**src/rtl/acelp_pulse_pack.sv**
```systemverilog
`default_nettype none
// ============================================================================
//  Module      : acelp_pulse_pack
//  Description : Scans a 40-sample algebraic code vector in scratch memory,
//                locates the four track pulses and packs their positions into
//                the 13-bit G.729 index and their polarities into a 4-bit
//                sign word. Both words are written back to scratch memory and
//                held on output ports.
//  Revision    : 1.0 - initial release
// ============================================================================
module acelp_pulse_pack #(
    parameter logic [11:0] COD       = 12'h0C0,
    parameter logic [11:0] INDEX_OUT = 12'h100,
    parameter logic [11:0] SIGN_OUT  = 12'h101,
    parameter int          L_SUBFR   = 40
) (
    input  logic        clk,
    input  logic        reset,
    input  logic        start,
    output logic        done,
    output logic [11:0] scratch_mem_read_addr,
    input  logic [31:0] scratch_mem_in,
    output logic [11:0] scratch_mem_write_addr,
    output logic [31:0] scratch_mem_out,
    output logic        scratch_mem_write_en,
    output logic [12:0] index_out,
    output logic [3:0]  sign_out,
    output logic        error
);

    typedef enum logic [2:0] {
        S_IDLE   = 3'd0,
        S_READ   = 3'd1,
        S_DRAIN  = 3'd2,
        S_WR_IDX = 3'd3,
        S_WR_SGN = 3'd4,
        S_DONE   = 3'd5
    } state_t;

    localparam logic [5:0] c_last_k = 6'(L_SUBFR - 1);

    state_t          r_state;
    state_t          w_next;
    logic [5:0]      r_k;          // address counter for the scan
    logic            r_eval;       // read data on scratch_mem_in is valid this cycle
    logic [2:0]      r_mod5;       // sample index mod 5 of the word being evaluated
    logic [2:0]      r_div5;       // sample index div 5 of the word being evaluated
    logic [3:0]      r_found;
    logic [3:0]      r_sign;
    logic [3:0][2:0] r_div;        // per-track position / 5
    logic            r_pos3_hi;    // track-3 pulse sits on the mod-5 == 4 sub-track
    logic [1:0]      w_trk;
    logic [12:0]     w_index;
    logic            w_start_ok;

    // Start is accepted only while idle or parked in DONE
    assign w_start_ok = start && ((r_state == S_IDLE) || (r_state == S_DONE));
    // Residues 3 and 4 share track 3
    assign w_trk      = (r_mod5 >= 3'd3) ? 2'd3 : r_mod5[1:0];
    assign w_index    = {r_div[3], r_pos3_hi, r_div[2], r_div[1], r_div[0]};

    // State register
    always_ff @(posedge clk) begin
        if (reset) begin
            r_state <= S_IDLE;
        end else begin
            r_state <= w_next;
        end
    end

    // Next-state and memory-port decode
    always_comb begin
        w_next                 = r_state;
        scratch_mem_read_addr  = 12'h000;
        scratch_mem_write_addr = 12'h000;
        scratch_mem_out        = 32'h0;
        scratch_mem_write_en   = 1'b0;
        case (r_state)
            S_IDLE: begin
                if (start) w_next = S_READ;
            end
            S_READ: begin
                scratch_mem_read_addr = {COD[11:6], r_k};
                if (r_k == c_last_k) w_next = S_DRAIN;
            end
            S_DRAIN: begin
                w_next = S_WR_IDX;
            end
            S_WR_IDX: begin
                scratch_mem_write_addr = INDEX_OUT;
                scratch_mem_out        = {19'b0, w_index};
                scratch_mem_write_en   = 1'b1;
                w_next                 = S_WR_SGN;
            end
            S_WR_SGN: begin
                scratch_mem_write_addr = SIGN_OUT;
                scratch_mem_out        = {28'b0, r_sign};
                scratch_mem_write_en   = 1'b1;
                w_next                 = S_DONE;
            end
            S_DONE: begin
                if (start) w_next = S_READ;
            end
            default: begin
                w_next = S_IDLE;
            end
        endcase
    end

    // Scan counters, per-track pulse capture and codeword legality
    always_ff @(posedge clk) begin
        if (reset) begin
            r_k       <= 6'd0;
            r_eval    <= 1'b0;
            r_mod5    <= 3'd0;
            r_div5    <= 3'd0;
            r_found   <= 4'd0;
            r_sign    <= 4'd0;
            r_div     <= '0;
            r_pos3_hi <= 1'b0;
            error     <= 1'b0;
        end else begin
            r_eval <= (r_state == S_READ);
            if (w_start_ok) begin
                r_k       <= 6'd0;
                r_mod5    <= 3'd0;
                r_div5    <= 3'd0;
                r_found   <= 4'd0;
                r_sign    <= 4'd0;
                r_div     <= '0;
                r_pos3_hi <= 1'b0;
                error     <= 1'b0;
            end else begin
                if (r_state == S_READ) r_k <= r_k + 6'd1;
                if (r_eval) begin
                    if (r_mod5 == 3'd4) begin
                        r_mod5 <= 3'd0;
                        r_div5 <= r_div5 + 3'd1;
                    end else begin
                        r_mod5 <= r_mod5 + 3'd1;
                    end
                    if (scratch_mem_in != 32'h0) begin
                        // First pulse on a track wins; any further one is illegal
                        if (r_found[w_trk]) begin
                            error <= 1'b1;
                        end else begin
                            r_found[w_trk] <= 1'b1;
                            r_div[w_trk]   <= r_div5;
                            r_sign[w_trk]  <= ~scratch_mem_in[31];
                            if (w_trk == 2'd3) r_pos3_hi <= (r_mod5 == 3'd4);
                        end
                    end
                end
                if ((r_state == S_WR_IDX) && (r_found != 4'hF)) error <= 1'b1;
            end
        end
    end

    // Registered result ports and completion flag
    always_ff @(posedge clk) begin
        if (reset) begin
            done      <= 1'b0;
            index_out <= 13'd0;
            sign_out  <= 4'd0;
        end else begin
            if (w_start_ok) begin
                done <= 1'b0;
            end else if (r_state == S_DONE) begin
                done <= 1'b1;
            end
            if (r_state == S_WR_IDX) begin
                index_out <= w_index;
                sign_out  <= r_sign;
            end
        end
    end

endmodule
`default_nettype wire

```
**config.mk**
```make
export PLATFORM = sky130hd
export DESIGN_NAME = acelp_pulse_pack
export DESIGN_NICKNAME = d
export VERILOG_FILES = /design/src/rtl/acelp_pulse_pack.sv
export SDC_FILE = /design/constraint.sdc
export NUM_CORES = 1
export LEC_CHECK = 0
export BUFFER_PORTS_ARGS = -buffer_cell sky130_fd_sc_hd__clkbuf_2
export CORE_MARGIN = 3
export CORE_UTILIZATION = 49
export CTS_CLUSTER_SIZE = 24
export DETAILED_ROUTE_END_ITERATION = 12
export GPL_ROUTABILITY_DRIVEN = 0
export PLACE_DENSITY = 0.8
export SLEW_MARGIN = 20
export SYNTH_ARGS = -nofsm -noshare
export SYNTH_HDL_FRONTEND = slang
export SYNTH_SLANG_ARGS = --single-unit
```
**constraint.sdc**
```tcl
create_clock -name clk -period 2.25 [get_ports clk]
set_clock_uncertainty 0.15 [all_clocks]
set_input_delay 0.1125 -clock clk [delete_from_list [all_inputs] [get_ports clk]]
set_output_delay 0.1125 -clock clk [all_outputs]
set_load 0.005 [all_outputs]
```
==> results.yml <==
outcome:
  status: "finished, final reports clean"
worst_setup_path:
  critPathRequiredTime_ns: 2.34
  crit_path_end_kind: "flop"
  critical_path.startpoint_type: "flop"
  worstSetupPathType: "flop to flop"
  cp_data_arrival_time_ns: 2.15
  r2r_slack_ns: 0.19
  crit_fanout: 7
sta:
  rsz0062_at_grt: "no"
  maxSlewViolCount: 0
  hold_violations: 0
  worstMarginPinSlew_ns: 0.6048
  timing.hold.ws_ns: 0.08643
  setup-tns-final_ns: 0
  max_freq_mhz: 485.3
  slew_headroom_pct: 59.62
  min_period_over_period_pct: 91.57
  finalSetupViolCount: 0
  fin_crit_ns: 2.060
floorplan:
  die-area_um2: 6804
  io_pins: 111
  core_area_um2: 5574
  rows: 27
  die_w_um: 82.49
  die_y_um: 82.49
  start_util_pct: 51.43
grt:
  globalRouteOverflowTotal: 0
  grt_pass1_wl_mm: 9.301
  grt_antenna_before_repair: 0
  grt_pass1_vias: 2062
  grt_max_degree: 20
  grt_usage_pct: 17.85
routing:
  ant_nets: 0
  wl_met1_mm: 2.409
  via_per_inst: 4.851
  drt_wl_total_mm: 5.810
  wl_met2_mm: 2.956
  dr.max_layer_used: "met4"
  drc: 0
  wl_met3_um: 332
  drt_iter0_markers: 88
  num_vias: 2280
  wl_per_cell_um: 12.36
  dr.pass1.iters: 4
logic_synthesis:
  synth_common_cells: "nand2_1 (70), dfxtp_1 (56), buf_4 (35)"
  synthCells: 322
  synth_top_area_share_pct: 39.11
  synth-edff-count: 0
  synth_seq_cells: 56
  syn_area_um2: 2866
  synthArstFlopShare_pct: 0
  yosysTopAreaCell: "dfxtp_1"
  yosys_warnings: 0
  yosysUniqueCellTypes: 39
  avgSynthCellArea_um2: 8.902
  yosysMostFrequentCell: "nand2_1"
  ys.flop_type: "dfxtp_1"
  seq_area_frac_synth_pct: 39.11
  synth_area_leaders: "dfxtp_1 (39%), buf_4 (9.2%), nand2_1 (9.2%), mux2i_1 (7.3%), a21oi_1 (4.9%)"
clock_network:
  cts_buffers: 5
  cts_buffer_depth: 2
  cts.repair.resized: 0
  clkSinkCount: 56
  cts_tree: "done"
  cts_root_buf: "clkbuf_8"
  clock_latency_ns: 0.32
  clk_pin_slew_worst_paths_ns: 0.10
  htreeDepth: 2
pwr:
  powerDensity_nw_per_um2: 558.8
  p_leak_nw: 1.593
  ir_worst_vdd_v: 0.0003802
final_layout:
  num_antenna_cells: 0
  nNetsFinal: 437
  layout-drive-gt1-share_pct: 27.89
  final_core_util_pct: 59.57
  area_growth_pct: 15.84
run:
  drv_cap: 0
placed_design:
  place_hpwl_mm: 4.371
  portBuffers: 77
worst_hold_path:
  hp-class: "input port to flop"
layer usage:
metal,GRT usage [%],vias to the layer above
met5,0,-
met4,7.641,0
met3,4.338,11
met2,31.49,66
met1,20.34,1058
li1,-,1145
placed cells by master, fill, tap and decap left out, drive strengths merged, types with 3 or more instances in the layout:
cell    synthesis  routed
buf            45       6
conb            1      33
nand3           3       3
nor2b           4       4
nand2          70      70
nor2           15      15
inv            17      17
xor2            6       6
clkbuf          4      83
nor4            8       8
mux2i          21      21
nand4           8       8
ha              5       5
dfxtp          56      56
a21oi          29      29
and2            7       7
cell families after synthesis:
group	Yosys count	share of synthesized area [%]
mux	21	7.333
fa+ha+maj	5	2.182
compound gates	40	10.48
flops	56	39.11
xor+xnor	8	2.444
simple gates	125	24.66
buf+inv	66	13.66
other cells	1	0.1308
critical path: stages, from the launching register on:
cell and delay, ns:
dfxtp_1 0.41, ha_1 0.24, ha_1 0.17, nor2_1 0.19
o2111a_1 0.35, o2111ai_4 0.22, mux2i_1 0.26
where the power goes:
group	internal, mW	switching (mW)
clock network	0.364	0.338
logic	0.0578	0.0853
registers	0.997	0.0130
total	1.42	0.436
layout make-up:
cell class              instances  area [um^2]
fillers                       516         2253
multi-input cells             232         1474
flip-flops and latches         56         1121
repair buffers                 85        450.4
well taps                      72        90.09
clock buffers                   6        82.58
inverters                      17        63.81
clock inverters                 2        38.79
flip-flops by register name (all words and copies together), names as in the netlist:
signal,flops
r_found,4
r_div,12
r_k,6
r_sign,4
r_state,3
r_div5,3
r_eval,1
sign_out,4
index_out,13
done,1
r_pos3_hi,1
error,1
r_mod5,3
path summary, 6_finish.rpt:
| path | from | endpoint | depth (start not counted) |
|---|---|---|---|
| worst min register to register | index_out[5] | index_out[5] | 2 |
| worst min-delay path | scratch_mem_in[31] | r_sign[2] | 3 |
| worst max-delay path | r_mod5[0] | r_div[4] | 6 |
| worst max register to register | r_mod5[0] | r_div[4] | 6 |
timing repair:
action,in CTS,in global routing
endpoints found under the hold margin,8,0
setup buffers,0,0
hold buffers,2,0
stage by stage:
stage                     instances  worst slack [ns]  instance area [um^2]  power, mW
final                           470            0.1896                  3321      1.855
after global routing            470           0.09438                  3321      1.928
after global placement          460            0.3423                  3179      1.169
after detailed placement        460            0.2830                  3179      1.173
after floorplan                 354            0.4250                  2987      1.155
after CTS                       470            0.2093                  3321      1.867
(Power assumes the default switching activity.)
